`config.mk`:
```
export PLATFORM = sky130hd
export DESIGN_NAME = wb_arbiter_flat
export DESIGN_NICKNAME = d
export VERILOG_FILES = /design/src/rtl/wb_arbiter_pkg.sv /design/src/rtl/wb_arbiter_if.sv /design/src/rtl/wb_arbiter_fifo.sv /design/src/rtl/wb_arbiter.sv /design/src/flat_wrapper.sv
export SDC_FILE = /design/constraint.sdc
export NUM_CORES = 1
export LEC_CHECK = 0
export CORE_AREA = 2 2 191 146
export DETAILED_ROUTE_END_ITERATION = 10
export DIE_AREA = 0 0 193 148
export RECOVER_POWER = 100
export SKIP_LAST_GASP = 1
export SYNTH_ARGS = -nofsm -noshare
export SYNTH_HDL_FRONTEND = slang
export SYNTH_HIERARCHICAL = 1
export SYNTH_SLANG_ARGS = --single-unit
```
`constraint.sdc`:
```
create_clock -name clk -period 6.3 [get_ports clk]
set_input_delay 0.945 -clock clk [delete_from_list [all_inputs] [get_ports clk]]
set_output_delay 0.945 -clock clk [all_outputs]
set_load 0.1 [all_outputs]
```
`src/rtl/wb_arbiter_pkg.sv`:
```
// Shared widths, constants and the write-back request record for the register-file write arbiter.
package wb_arbiter_pkg;

  localparam int XLEN  = 32;
  localparam int RSLEN = 5;

  localparam logic            RST_ACTIVE = 1'b1;
  localparam logic [XLEN-1:0] ZWord      = '0;

  typedef struct packed {
    logic [RSLEN-1:0] rd;
    logic [XLEN-1:0]  data;
  } wb_req_t;

  localparam int WB_REQ_W = $bits(wb_req_t);

endpackage

```
`src/rtl/wb_arbiter_if.sv`:
```
// Bundle of ALU/long-result handshakes, decode scoreboard lookups and the register-file write port.
interface wb_arbiter_if;
  import wb_arbiter_pkg::*;

  logic             alu_valid;
  logic             alu_ready;
  logic [RSLEN-1:0] alu_rd;
  logic [XLEN-1:0]  alu_data;

  logic             lng_valid;
  logic             lng_ready;
  logic [RSLEN-1:0] lng_rd;
  logic [XLEN-1:0]  lng_data;

  logic             issue_lng;
  logic [RSLEN-1:0] issue_rd;
  logic [RSLEN-1:0] rsa_a;
  logic [RSLEN-1:0] rsb_a;
  logic             busy_a;
  logic             busy_b;

  logic             wb_e;
  logic [RSLEN-1:0] w_baddr;
  logic [XLEN-1:0]  wb_data;

  modport slave (
    input  alu_valid, alu_rd, alu_data,
    input  lng_valid, lng_rd, lng_data,
    input  issue_lng, issue_rd, rsa_a, rsb_a,
    output alu_ready, lng_ready, busy_a, busy_b,
    output wb_e, w_baddr, wb_data
  );

  modport master (
    output alu_valid, alu_rd, alu_data,
    output lng_valid, lng_rd, lng_data,
    output issue_lng, issue_rd, rsa_a, rsb_a,
    input  alu_ready, lng_ready, busy_a, busy_b,
    input  wb_e, w_baddr, wb_data
  );

endinterface

```
`src/rtl/wb_arbiter_fifo.sv`:
```
// Synchronous FIFO with registered head (no write-through); push refused when full, pop ignored when empty.
module wb_fifo
  import wb_arbiter_pkg::*;
#(
  parameter int DEPTH = 2,
  parameter int WIDTH = WB_REQ_W
) (
  input  logic                   clk,
  input  logic                   rst,
  input  logic                   i_push,
  input  logic [WIDTH-1:0]       i_push_dat,
  input  logic                   i_pop,
  output logic [WIDTH-1:0]       o_head_dat,
  output logic                   o_full,
  output logic                   o_empty,
  output logic [$clog2(DEPTH):0] o_count
);

  localparam int PTR_W = $clog2(DEPTH);
  localparam int CNT_W = PTR_W + 1;

  logic [WIDTH-1:0] r_mem [DEPTH];
  logic [PTR_W-1:0] r_wr_ptr;
  logic [PTR_W-1:0] r_rd_ptr;
  logic [CNT_W-1:0] r_count;
  logic             w_push;
  logic             w_pop;

  assign o_full     = (r_count == CNT_W'(DEPTH));
  assign o_empty    = (r_count == '0);
  assign w_push     = i_push & ~o_full;
  assign w_pop      = i_pop & ~o_empty;
  assign o_head_dat = r_mem[r_rd_ptr];
  assign o_count    = r_count;

  always_ff @(posedge clk) begin
    if (w_push) begin
      r_mem[r_wr_ptr] <= i_push_dat;
    end
  end

  // Power-of-two depth lets the pointers wrap by natural overflow.
  always_ff @(posedge clk) begin
    if (rst == RST_ACTIVE) begin
      r_wr_ptr <= '0;
      r_rd_ptr <= '0;
      r_count  <= '0;
    end else begin
      if (w_push) r_wr_ptr <= r_wr_ptr + 1'b1;
      if (w_pop)  r_rd_ptr <= r_rd_ptr + 1'b1;
      case ({w_push, w_pop})
        2'b10:   r_count <= r_count + 1'b1;
        2'b01:   r_count <= r_count - 1'b1;
        default: r_count <= r_count;
      endcase
    end
  end

endmodule

```
`src/rtl/wb_arbiter.sv`:
```
// Merges ALU and buffered long-latency results onto the single register-file write port (1-cycle registered),
// keeps the pending-register scoreboard; ALU is back-pressured only when the FIFO head has starved STARVE_LIMIT cycles.
module wb_arbiter
  import wb_arbiter_pkg::*;
#(
  parameter int NUM_REGS     = 32,
  parameter int LQ_DEPTH     = 2,
  parameter int STARVE_LIMIT = 4
) (
  input  logic         clk,
  input  logic         rst,
  wb_arbiter_if.slave  bus
);

  localparam int              CNT_W  = $clog2(LQ_DEPTH) + 1;
  localparam int              SC_W   = $clog2(STARVE_LIMIT + 1);
  localparam logic [SC_W-1:0] SC_MAX = SC_W'(STARVE_LIMIT);

  logic                w_in_rst;
  wb_req_t             w_push_req;
  wb_req_t             w_head;
  wb_req_t             w_sel_req;
  logic                w_full;
  logic                w_empty;
  logic [CNT_W-1:0]    w_count;
  logic                w_push;
  logic                w_pop;
  logic                w_forced;
  logic                w_alu_rdy;
  logic                w_lng_rdy;
  logic                w_alu_sel;
  logic                w_sel;
  logic [NUM_REGS-1:0] w_pend_nxt;

  logic [SC_W-1:0]     r_starve;
  logic [NUM_REGS-1:0] r_pend;
  logic                r_wb_e;
  logic [RSLEN-1:0]    r_wb_addr;
  logic [XLEN-1:0]     r_wb_data;

  assign w_in_rst   = (rst == RST_ACTIVE);
  assign w_push_req = '{rd: bus.lng_rd, data: bus.lng_data};

  wb_fifo #(
    .DEPTH (LQ_DEPTH),
    .WIDTH (WB_REQ_W)
  ) u_lq (
    .clk        (clk),
    .rst        (rst),
    .i_push     (w_push),
    .i_push_dat (w_push_req),
    .i_pop      (w_pop),
    .o_head_dat (w_head),
    .o_full     (w_full),
    .o_empty    (w_empty),
    .o_count    (w_count)
  );

  always_comb begin
    w_forced  = ~w_empty & (r_starve == SC_MAX);
    w_alu_rdy = ~w_forced;
    w_lng_rdy = (w_count < CNT_W'(LQ_DEPTH));
    w_alu_sel = bus.alu_valid & w_alu_rdy;
    w_pop     = ~w_alu_sel & ~w_empty;
    w_sel     = w_alu_sel | w_pop;
    w_sel_req = w_alu_sel ? '{rd: bus.alu_rd, data: bus.alu_data} : w_head;
    w_push    = bus.lng_valid & ~w_full;
  end

  // A new issue to the same register supersedes the retiring write.
  always_comb begin
    w_pend_nxt = r_pend;
    if (w_pop && (w_head.rd != '0)) begin
      w_pend_nxt[w_head.rd] = 1'b0;
    end
    if (bus.issue_lng && (bus.issue_rd != '0)) begin
      w_pend_nxt[bus.issue_rd] = 1'b1;
    end
    w_pend_nxt[0] = 1'b0;
  end

  always_ff @(posedge clk) begin
    if (w_in_rst) begin
      r_starve <= '0;
      r_pend   <= '0;
    end else begin
      r_pend <= w_pend_nxt;
      if (w_empty || w_pop) begin
        r_starve <= '0;
      end else if (r_starve != SC_MAX) begin
        r_starve <= r_starve + 1'b1;
      end
    end
  end

  // Writes to x0 are consumed but never reach the register file.
  always_ff @(posedge clk) begin
    if (w_in_rst) begin
      r_wb_e    <= 1'b0;
      r_wb_addr <= '0;
      r_wb_data <= ZWord;
    end else begin
      r_wb_e <= w_sel & (w_sel_req.rd != '0);
      if (w_sel) begin
        r_wb_addr <= w_sel_req.rd;
        r_wb_data <= w_sel_req.data;
      end
    end
  end

  assign bus.alu_ready = w_alu_rdy | w_in_rst;
  assign bus.lng_ready = w_lng_rdy | w_in_rst;
  assign bus.busy_a    = r_pend[bus.rsa_a] & ~w_in_rst;
  assign bus.busy_b    = r_pend[bus.rsb_a] & ~w_in_rst;
  assign bus.wb_e      = r_wb_e;
  assign bus.w_baddr   = r_wb_addr;
  assign bus.wb_data   = r_wb_data;

  a_alu_no_pend: assert property (@(posedge clk) disable iff (w_in_rst)
    (w_alu_sel && (bus.alu_rd != '0)) |-> !r_pend[bus.alu_rd]);

  a_alu_hold: assert property (@(posedge clk) disable iff (w_in_rst)
    (bus.alu_valid && !w_alu_rdy) |=> (bus.alu_valid && $stable(bus.alu_rd) && $stable(bus.alu_data)));

  a_lng_hold: assert property (@(posedge clk) disable iff (w_in_rst)
    (bus.lng_valid && !w_lng_rdy) |=> (bus.lng_valid && $stable(bus.lng_rd) && $stable(bus.lng_data)));

endmodule

```
`src/flat_wrapper.sv`:
```
// flat-port wrapper written by rule: the top's interface ports become plain ports
module wb_arbiter_flat import wb_arbiter_pkg::*;
#(
  parameter int NUM_REGS     = 32,
  parameter int LQ_DEPTH     = 2,
  parameter int STARVE_LIMIT = 4
)
  (clk, rst, bus_alu_valid, bus_alu_rd, bus_alu_data, bus_lng_valid, bus_lng_rd, bus_lng_data, bus_issue_lng, bus_issue_rd, bus_rsa_a, bus_rsb_a, bus_alu_ready, bus_lng_ready, bus_busy_a, bus_busy_b, bus_wb_e, bus_w_baddr, bus_wb_data);
  wb_arbiter_if bus_i ();
  input  logic clk;
  input  logic rst;
  input wire logic [$bits(bus_i.alu_valid)-1:0] bus_alu_valid;
  input wire logic [$bits(bus_i.alu_rd)-1:0] bus_alu_rd;
  input wire logic [$bits(bus_i.alu_data)-1:0] bus_alu_data;
  input wire logic [$bits(bus_i.lng_valid)-1:0] bus_lng_valid;
  input wire logic [$bits(bus_i.lng_rd)-1:0] bus_lng_rd;
  input wire logic [$bits(bus_i.lng_data)-1:0] bus_lng_data;
  input wire logic [$bits(bus_i.issue_lng)-1:0] bus_issue_lng;
  input wire logic [$bits(bus_i.issue_rd)-1:0] bus_issue_rd;
  input wire logic [$bits(bus_i.rsa_a)-1:0] bus_rsa_a;
  input wire logic [$bits(bus_i.rsb_a)-1:0] bus_rsb_a;
  output wire logic [$bits(bus_i.alu_ready)-1:0] bus_alu_ready;
  output wire logic [$bits(bus_i.lng_ready)-1:0] bus_lng_ready;
  output wire logic [$bits(bus_i.busy_a)-1:0] bus_busy_a;
  output wire logic [$bits(bus_i.busy_b)-1:0] bus_busy_b;
  output wire logic [$bits(bus_i.wb_e)-1:0] bus_wb_e;
  output wire logic [$bits(bus_i.w_baddr)-1:0] bus_w_baddr;
  output wire logic [$bits(bus_i.wb_data)-1:0] bus_wb_data;
  assign bus_i.alu_valid = bus_alu_valid;
  assign bus_i.alu_rd = bus_alu_rd;
  assign bus_i.alu_data = bus_alu_data;
  assign bus_i.lng_valid = bus_lng_valid;
  assign bus_i.lng_rd = bus_lng_rd;
  assign bus_i.lng_data = bus_lng_data;
  assign bus_i.issue_lng = bus_issue_lng;
  assign bus_i.issue_rd = bus_issue_rd;
  assign bus_i.rsa_a = bus_rsa_a;
  assign bus_i.rsb_a = bus_rsb_a;
  assign bus_alu_ready = bus_i.alu_ready;
  assign bus_lng_ready = bus_i.lng_ready;
  assign bus_busy_a = bus_i.busy_a;
  assign bus_busy_b = bus_i.busy_b;
  assign bus_wb_e = bus_i.wb_e;
  assign bus_w_baddr = bus_i.w_baddr;
  assign bus_wb_data = bus_i.wb_data;
  wb_arbiter #(.NUM_REGS(NUM_REGS), .LQ_DEPTH(LQ_DEPTH), .STARVE_LIMIT(STARVE_LIMIT)) u_core (.clk(clk), .rst(rst), .bus(bus_i));
endmodule
```
==> metrics, run 1 <==
status complete, but fails checks; violated checks capacitance limit, slew limit; critical path type in -> out; post-synthesis sequential area ratio 57.2%; Netlist cell types 43; clock root buffer clkbuf_16; Core Region 0.0267 mm2; skew final 10.2 ps; Setup crit start kind primary input; reg2reg setup slack 1570 ps; first-pass GRT wire length 27.4 mm; Initial Util 24.7%; slew at the pin with the worst max-slew slack 2640 ps; Leakage 3.23 nW; CTS tree built; largest net degree at the start of global routing 57; later-pin clock latency in the skew report 430 ps; Fin. Hold Viols 0; setup TNS 0 ps; total clock sinks 151; CTS H-tree depth 4; Post-Synthesis Cell Area 0.00658 mm2; Final Util 33.2%; Post-CTS Hold Buffers 0; remaining global-route overflow 0; Layout Nets 775; hold path startpoint u_core/r_starve[0]$_SDFFE_PP0P_; Reg2Reg Capture Point u_core/bus.w_baddr[3]$_SDFFE_PP0P_; row count 52; hold path depth 1; maximum root-to-sink buffer count 2; Ports 136; DIE HEIGHT 148 um; Worst R2R Path Depth 6; vias per cell 4.58; Tcrit/Tclk final 77.1%; Synthesis Warnings 6; Die Wd 193 um; FF-to-FF Start u_core/u_lq/o_count[1]$_SDFFE_PP0P_; Post-Syn Nets 653; synthesized-area fraction occupied by and/or/nand/nor cells 10.4%; GRT Util Overall 13.0%; synthesized area per cell 11.8 um2; Post-Route WL 18.0 mm; via count 4783; maximum VDD drop 0.204 mV; Post-synth EDFFs 74; WL/cell 17.2 um; fraction of synthesized area in multiplexers 18.1%; PwrDens 375 mW/mm2; Max Slew Vio Count 253; Num CTS Buffers 17; worst endpoint required time 5350 ps; number of global-route vias before repair 4625; setup bufs post-CTS 0; max_cap viols 6; CTS resizes 0; Syn-to-layout area delta 34.4%; Post-Synth XOR/XNOR Area 0.399%; WHS Endpoint u_core/r_starve[0]$_SDFFE_PP0P_; RSZ-0062 raised after global routing no; Hold/Removal Path Class reg -> reg; top_reg_cell synth dfxtp_1; Tmin final 4850 ps; max frequency 206 MHz; clock slew at reported path FFs 60 ps; CP Max Fanout 11; Slew Limit Headroom -76.0%; port bufs 135; final setup vio count 0; dpl hpwl 12.1 mm; DIE AREA 0.0286 mm2; Post-synth ARST share 0%; # DRC 0; Worst EP arrival 3910 ps; Synth Area in Compound Gates 10.4%; main combinational cell family by area after synthesis multiplexers; drt initial violations 197; antenna violations before repair 4; Adder-Cell Fraction of Synth Area 0.570%; Post-Synthesis Cells 556; share of layout cells above drive strength 1 10.4%; Setup crit end kind primary output; total iterations of the first detailed-routing run 4; final RePlAce weighted congestion 0.828; number of routed nets with antenna violations 0; Seq cells post-synth 151
## how the worst max path moves through the flow
| stage | from | endpoint | slack [ps] | cells past startpoint |
|---|---|---|---|---|
| 3_5_place_dp | bus_rsb_a[1] | bus_busy_b | 1470 | 7 |
| 4_1_cts | bus_rsb_a[1] | bus_busy_b | 1460 | 7 |
| 6_report | bus_rsa_a[1] | bus_busy_a | 1450 | 6 |
| 2_1_floorplan | bus_rsa_a[1] | bus_busy_a | 2760 | 5 |
| 3_3_place_gp | bus_rsb_a[1] | bus_busy_b | 1500 | 7 |
| 5_1_grt | u_core/u_lq/o_count[1]$_SDFFE_PP0P_ | u_core/bus.w_baddr[3]$_SDFFE_PP0P_ | 1120 | 6 |
## synth_stat cells (2+ instances only)
master    number  share of area (%)
buf_2         14                1.1
nand2_1       45                2.6
dfxtp_1       77                 23
inv_1          4               0.23
edfxtp_1      74                 34
buf_6          3               0.51
mux2_2        24                4.1
nand3_1        5               0.38
mux4_1         2               0.80
nor2b_1        3               0.29
or3_1          2               0.19
ha_1           3               0.57
nor2_1        51                2.9
xnor2_1        2               0.27
o21ai_1        5               0.38
or3b_2         2               0.27
and3_1         5               0.48
a211oi_1      37                4.2
nand3b_1      11                1.3
nor3_1         3               0.23
buf_1          3               0.17
a21oi_1       35                2.7
nor3b_1        5               0.57
clkbuf_1      14               0.80
mux2_1        16                2.7
mux4_2         8                2.7
nand4_1        2               0.19
o21ai_0       30                2.3
mux2i_1       51                7.8
and3b_1        2               0.27
a31oi_1        2               0.19
nand2b_1       5               0.48
## metrics by stage
| stage | hold WS [ps] | power [W] | std cells | setup WS [ps] | instance area, um2 |
|---|---|---|---|---|---|
| 5_1_grt | 484 | 0.00347 | 1042 | 1120 | 8840 |
| 4_1_cts | 458 | 0.00337 | 1042 | 1460 | 8850 |
| 6_report | 453 | 0.00331 | 1045 | 1450 | 8850 |
| 3_3_place_gp | 446 | 0.00229 | 1010 | 1500 | 8240 |
| 3_5_place_dp | 449 | 0.00230 | 1010 | 1470 | 8240 |
| 2_1_floorplan | 425 | 0.00200 | 556 | 2760 | 6580 |
## cells in the final DEF (no fill, tap or decap), types with 3 or more instances in the layout
master / synthesis / routed
a211oi_1: 37 / 37
a21oi_1: 35 / 35
and3_1: 5 / 5
clkbuf_1: 14 / 4
clkbuf_16: 0 / 20
clkdlybuf4s50_1: 0 / 54
clkinv_2: 0 / 3
dfxtp_1: 77 / 76
diode_2: 0 / 3
dlygate4sd3_1: 0 / 80
edfxtp_1: 74 / 74
ha_1: 3 / 3
inv_1: 4 / 4
inv_4: 0 / 3
mux2_1: 16 / 16
mux2_2: 24 / 24
mux2i_1: 51 / 51
mux4_2: 8 / 8
nand2_1: 45 / 45
nand2b_1: 5 / 5
nand3_1: 5 / 5
nand3b_1: 11 / 11
nor2_1: 51 / 50
nor2b_1: 3 / 3
nor3_1: 3 / 3
nor3b_1: 5 / 5
o21ai_0: 30 / 30
o21ai_1: 5 / 4
## per-layer routing
metal | global-route usage [%] | share of wire [%] | up-vias
li1 | - | - | 2317
met1 | 18.7 | 49 | 2301
met2 | 18.2 | 41 | 143
met3 | 4.44 | 8.1 | 20
met4 | 3.71 | 1.2 | 2
met5 | 0 | 0.072 | -
## power breakdown
group | leakage (nW) | internal [W] | switching [W]
clock | 0.310 | 0.000636 | 0.000416
sequential | 1.32 | 0.00119 | 0.0000713
combinational | 1.60 | 0.000334 | 0.000663
total | 3.23 | 0.00216 | 0.00115
## cells by family (layout without fill, tap and decap cells)
group | Yosys count | in the layout
multiplexers | 101 | 101
AO/OA/AOI/OAI | 114 | 114
other | 0 | 3
flip-flops | 151 | 151
buffers and inverters | 40 | 175
XOR/XNOR | 3 | 3
adder cells (fa/ha/maj) | 3 | 3
AND/OR/NAND/NOR | 144 | 144
## critical path, stage by stage
cell and delay [ps]:
clkdlybuf4s50_1 840, mux2i_1 150, mux4_2 480, o21ai_1 120, and3_1 150, dlygate4sd3_1 1210
## sequential cells by signal, indices dropped and copies added, names as in the netlist, named ones only
name / flops
u_core/bus.w_baddr: 5
u_core/bus.wb_data: 32
u_core/bus.wb_e: 1
u_core/r_pend: 31
u_core/r_starve: 3
u_core/u_lq/o_count: 2
u_core/u_lq/r_mem: 74
u_core/u_lq/r_rd_ptr: 1
u_core/u_lq/r_wr_ptr: 1
## layout make-up
type | count | area [um2]
sequential | 151 | 3760
tap | 351 | 439
clock buffer | 23 | 532
timing repair buffer | 138 | 1360
multi-input combinational | 365 | 2650
clock inverter | 9 | 81.3
inverter | 5 | 18.8
antenna | 3 | 7.51
fill | 2701 | 17800
(Power assumes the default switching activity.)
==> inputs of run 2 (changes only) <==
clock period = 4.2 ns   (was 6.3 ns; I/O delays follow)
==> metrics, run 2 (synthesized netlist as in run 1, its figures left out) <==
Leakage 3.23 nW (about the same); final RePlAce weighted congestion 0.812 (-1.9%); crit-path max cell delay 820 ps (-390 ps); clock root buffer clkbuf_16; maximum VDD drop 0.292 mV (+43%); final setup vio count 0 (unchanged); Tmin final 3500 ps; Ports 136 (unchanged); later-pin clock latency in the skew report 420 ps (about the same); skew final 12.8 ps (+2.56 ps); share of layout cells above drive strength 1 9.97% (-0.45 points); Slew Limit Headroom -36.5% (+39 points); number of routed nets with antenna violations 0 (unchanged); GRT Util Overall 12.5% (-0.41 points); row count 52 (unchanged); # DRC 0 (unchanged); CP Max Fanout 10 (-1); fillcell total 2657 (-1.6%); Syn-to-layout area delta 34.0%; clock slew at reported path FFs 60 ps (about the same); largest net degree at the start of global routing 56 (-1.8%); PwrDens 554 mW/mm2 (+48%); maximum root-to-sink buffer count 2 (unchanged); worst endpoint required time 3570 ps (-1780 ps); RSZ-0062 raised after global routing no; via count 4731 (-1.1%); max frequency 286 MHz; CTS resizes 0 (unchanged); port bufs 135 (unchanged); total iterations of the first detailed-routing run 5 (+1); P_sw 0.00170 W (+48%); Biggest register u_core/u_lq/r_mem; sequential share of power 38.4% (+0.3 points); max_cap viols 4 (-2); hold path depth 1 (unchanged); final hold slack 451 ps (-2.06 ps); most frequent cells in the layout 77 x dlygate4sd3_1, 77 x dfxtp_1, 74 x edfxtp_1, 53 x clkdlybuf4s50_1, 51 x mux2i_1; Final Util 33.1% (-0.089 points); setup bufs post-CTS 0 (unchanged); drt initial violations 238 (+21%); CTS tree built; Tcrit/Tclk final 83.3%; violated checks capacitance limit, slew limit; Setup crit end kind primary output; Post-CTS Hold Buffers 0 (unchanged); DIE HEIGHT 148 um (unchanged); number of global-route vias before repair 4553 (-1.6%); Post-Route WL 17.6 mm (-1.8%); critical path type in -> out; Crit path depth 7 (+1); Largest register FFs 74 (unchanged); remaining global-route overflow 0 (unchanged); Top delay family on crit path buffers and inverters; Clock power frac 30.9% (-0.9 points); Worst EP arrival 2870 ps (-1040 ps); Die Wd 193 um (unchanged); Fin. Hold Viols 0 (unchanged); DIE AREA 0.0286 mm2 (unchanged); Max Slew Vio Count 134 (-47%); Layout Nets 776 (+0.13%); dpl hpwl 12.0 mm (-0.34%); slew at the pin with the worst max-slew slack 2050 ps (-592 ps); Core Region 0.0267 mm2 (unchanged); status complete, but fails checks; setup TNS 0 ps (unchanged); CTS H-tree depth 4 (unchanged); total clock sinks 151 (unchanged); vias per cell 4.53 (-1.1%); sw frac 34.7% (about the same); first-pass GRT wire length 26.6 mm (-2.9%); Num CTS Buffers 17 (unchanged); Crit-path slowest cell dlygate4sd3_1; Hold/Removal Path Class reg -> reg; Buf+Inv Stages, Crit Path 2 (unchanged); Worst R2R Path Depth 4 (-2); fraction of power consumed by combinational cells 30.6% (+0.5 points); WL/cell 16.9 um (-1.8%); Cell Chain, Critical Path dlygate4sd3_1, mux4_2, mux2_2, a21oi_1, o31ai_1, and3_1, buf_4; antenna violations before repair 3 (-1); Setup crit start kind primary input; Initial Util 24.7% (unchanged); Power Internal 0.00319 W (+48%)
-- run 2: power by group through the flow --
| stage | combinational [W] | sequential, W | clock [W] |
|---|---|---|---|
| global placement | 0.00153 | 0.00190 | 0 |
| finish | 0.00150 | 0.00188 | 0.00151 |
| detailed placement | 0.00153 | 0.00191 | 0 |
| global route | 0.00160 | 0.00190 | 0.00162 |
| CTS | 0.00154 | 0.00188 | 0.00156 |
| floorplan | 0.000697 | 0.00231 | 0 |
-- run 2: path summary, 6_finish.rpt --
path	start	slack, ps	endpoint
setup / recovery	bus_rsb_a[1]	700	bus_busy_b
hold / removal	u_core/r_starve[0]$_SDFFE_PP0P_	450	u_core/r_starve[0]$_SDFFE_PP0P_
setup reg to reg	u_core/u_lq/o_count[1]$_SDFFE_PP0P_	1080	u_core/bus.wb_data[21]$_SDFFE_PP0P_
hold reg to reg	u_core/r_starve[0]$_SDFFE_PP0P_	450	u_core/r_starve[0]$_SDFFE_PP0P_
-- run 2: routing by layer --
metal	wire [um]	track usage [%]	vias to the layer above
met5	13	0	-
met4	183	3.79	2
met3	1560	5.08	14
met2	7310	17.7	158
met1	8570	17.4	2249
li1	-	-	2308
-- run 2: area by class of cell --
| type | count | area, um2 | share of cell area [%] |
|---|---|---|---|
| inverter | 5 | 18.8 | 0.213 |
| clock inverter | 5 | 28.8 | 0.326 |
| antenna | 2 | 5.00 | 0.0567 |
| multi-input combinational | 365 | 2650 | 30.0 |
| clock buffer | 27 | 557 | 6.31 |
| timing repair buffer | 139 | 1370 | 15.5 |
| tap | 351 | 439 | 4.98 |
| sequential | 151 | 3760 | 42.7 |
-- run 2: stage by stage --
stage / worst slack, ps / instance area [um2] / cells / power [W]
6_report: 700 / 8820 / 1045 / 0.00489
5_1_grt: 594 / 8820 / 1043 / 0.00512
4_1_cts: 757 / 8830 / 1043 / 0.00498
3_5_place_dp: 761 / 8250 / 1011 / 0.00344
3_3_place_gp: 763 / 8250 / 1011 / 0.00343
2_1_floorplan: 1290 / 6580 / 556 / 0.00301
==> inputs of run 3 (changes only) <==
clock period = 3.11 ns   (was 4.2 ns; I/O delays follow)
==> metrics, run 3 (synthesized netlist as in run 1, its figures left out) <==
max_cap viols 0 (-4); FF-to-FF Start u_core/u_lq/o_count[0]$_SDFFE_PP0P_; number of routed nets with antenna violations 0 (unchanged); Fin. Hold Viols 0 (unchanged); Critical Path Source bus_rsa_a[0]; most frequent cells in the layout 77 x dfxtp_1, 74 x edfxtp_1, 54 x clkdlybuf4s50_1, 51 x mux2i_1, 50 x nor2_1; Syn-to-layout area delta 32.4%; CTS resizes 0 (unchanged); Die Wd 193 um (unchanged); Setup crit start kind primary input; Ports 136 (unchanged); worst slack, placed 275 ps (-486 ps); Core Region 0.0267 mm2 (unchanged); GRT Util Overall 12.4% (-0.11 points); Post-CTS Hold Buffers 0 (unchanged); post-route cell area 0.00871 mm2 (-1.2%); Setup crit end kind primary output; drt initial violations 213 (-11%); Initial Util 24.7% (unchanged); final RePlAce weighted congestion 0.824 (+1.5%); PwrDens 756 mW/mm2 (+36%); WL/cell 16.4 um (-2.8%); max frequency 342 MHz; number of global-route vias before repair 4671 (+2.6%); later-pin clock latency in the skew report 420 ps (about the same); sequential share of power 38.4% (about the same); Final Util 32.7% (-0.40 points); # DRC 0 (unchanged); share of layout cells above drive strength 1 11.8% (+1.8 points); port bufs 135 (unchanged); row count 52 (unchanged); clock root buffer clkbuf_16; Layout Nets 787 (+1.4%); dpl hpwl 12.2 mm (+1.4%); Tcrit/Tclk final 93.9%; antenna violations before repair 4 (+1); total iterations of the first detailed-routing run 5 (unchanged); CP Max Fanout 2 (-8); Slew Limit Headroom 15.5% (+52 points); final worst slack 188 ps (-512 ps); skew final 12.5 ps (-0.262 ps); Register Area 0.00376 mm2 (unchanged); final setup vio count 0 (unchanged); placed inst area 0.00830 mm2 (+0.61%); commonest non-fill, non-tap cell in the layout dfxtp_1; largest net degree at the start of global routing 50 (-11%); clock slew at reported path FFs 60 ps (about the same); Clock power frac 32.0% (+1.1 points); P_sw 0.00227 W (+34%); remaining global-route overflow 0 (unchanged); total clock sinks 151 (unchanged); fraction of power consumed by combinational cells 29.6% (-1.0 points); area of the multi-input gates 0.00264 mm2 (-0.28%); DIE AREA 0.0286 mm2 (unchanged); sw frac 34.5% (-0.22 points); maximum root-to-sink buffer count 2 (unchanged); Max Slew Vio Count 0 (-100%); CTS H-tree depth 4 (unchanged); setup TNS 0 ps (unchanged); slew at the pin with the worst max-slew slack 1270 ps (-780 ps); Tmin final 2920 ps; Largest register FFs 74 (unchanged); placed insts 1022 (+1.1%); fillcell total 2690 (+1.2%); hold path startpoint u_core/r_starve[0]$_SDFFE_PP0P_; critical path type in -> out; setup bufs post-CTS 0 (unchanged); vias per cell 4.53 (about the same); CTS tree built; fin cells 1057 (+1.1%); DIE HEIGHT 148 um (unchanged); Hold/Removal Path Class reg -> reg; Num CTS Buffers 17 (unchanged); Power Internal 0.00431 W (+35%); via count 4783 (+1.1%); first-pass GRT wire length 26.6 mm (about the same); Biggest register u_core/u_lq/r_mem; worst endpoint required time 2640 ps (-930 ps); Leakage 3.14 nW (-2.8%); Post-Route WL 17.3 mm (-1.6%); status finished clean; RSZ-0062 raised after global routing no; Worst EP arrival 2460 ps (-410 ps); maximum VDD drop 0.440 mV (+51%)
-- run 3: changes by cell type in the layout (fill, tap and decap cells not counted), sizes merged --
cell / previous run / this run
buf: 4 / 12
bufinv: 0 / 1
clkbuf: 32 / 73
clkdlybuf4s50: 53 / 54
clkinv: 2 / 4
diode: 2 / 3
dlygate4sd3: 77 / 38
inv: 8 / 5
-- run 3: power groups by stage --
| stage | clock (W) | combinational, W | sequential [W] |
|---|---|---|---|
| 2_1_floorplan | 0 | 0.000941 | 0.00312 |
| 3_3_place_gp | 0 | 0.00208 | 0.00257 |
| 3_5_place_dp | 0 | 0.00208 | 0.00257 |
| 4_1_cts | 0.00218 | 0.00209 | 0.00253 |
| 5_1_grt | 0.00227 | 0.00209 | 0.00256 |
| 6_report | 0.00211 | 0.00195 | 0.00253 |
-- run 3: final cells by class --
cell class	instances	area share, %
Clock inverter	5	0.660
Tap cell	351	5.04
Multi-Input combinational cell	365	30.3
Inverter	5	0.215
Timing Repair Buffer	150	14.2
Sequential cell	151	43.2
Antenna cell	3	0.0861
Clock buffer	27	6.37
-- run 3: worst paths after layout --
check | to | depth (start not counted) | slack, ps
worst min-delay path | u_core/r_starve[0]$_SDFFE_PP0P_ | 1 | 460
worst max-delay path | bus_busy_a | 7 | 190
worst min register to register | u_core/r_starve[0]$_SDFFE_PP0P_ | 1 | 460
worst max register to register | u_core/u_lq/r_mem[0][26]$_DFFE_PP_ | 7 | 440
-- run 3: stage by stage --
step           total power [W]  hold slack, ps
6_report               0.00659             457
5_1_grt                0.00691             488
4_1_cts                0.00681             459
3_5_place_dp           0.00466             453
3_3_place_gp           0.00465             445
2_1_floorplan          0.00406             425
-- run 3: per-layer routing --
metal	GRT usage [%]	part of all wire, %	vias to the layer above
met5	0	0.069	-
met4	3.26	0.87	2
met3	4.15	7.7	11
met2	18.4	42	134
met1	17.4	49	2293
li1	-	-	2343
-- run 3: worst max-delay path, cell delays in order --
cell and delay (ps):
dlygate4sd3_1 580, mux4_1 570, mux2_2 290, a21oi_2 120, o21ai_1 70, and3_1 180
buf_12 170
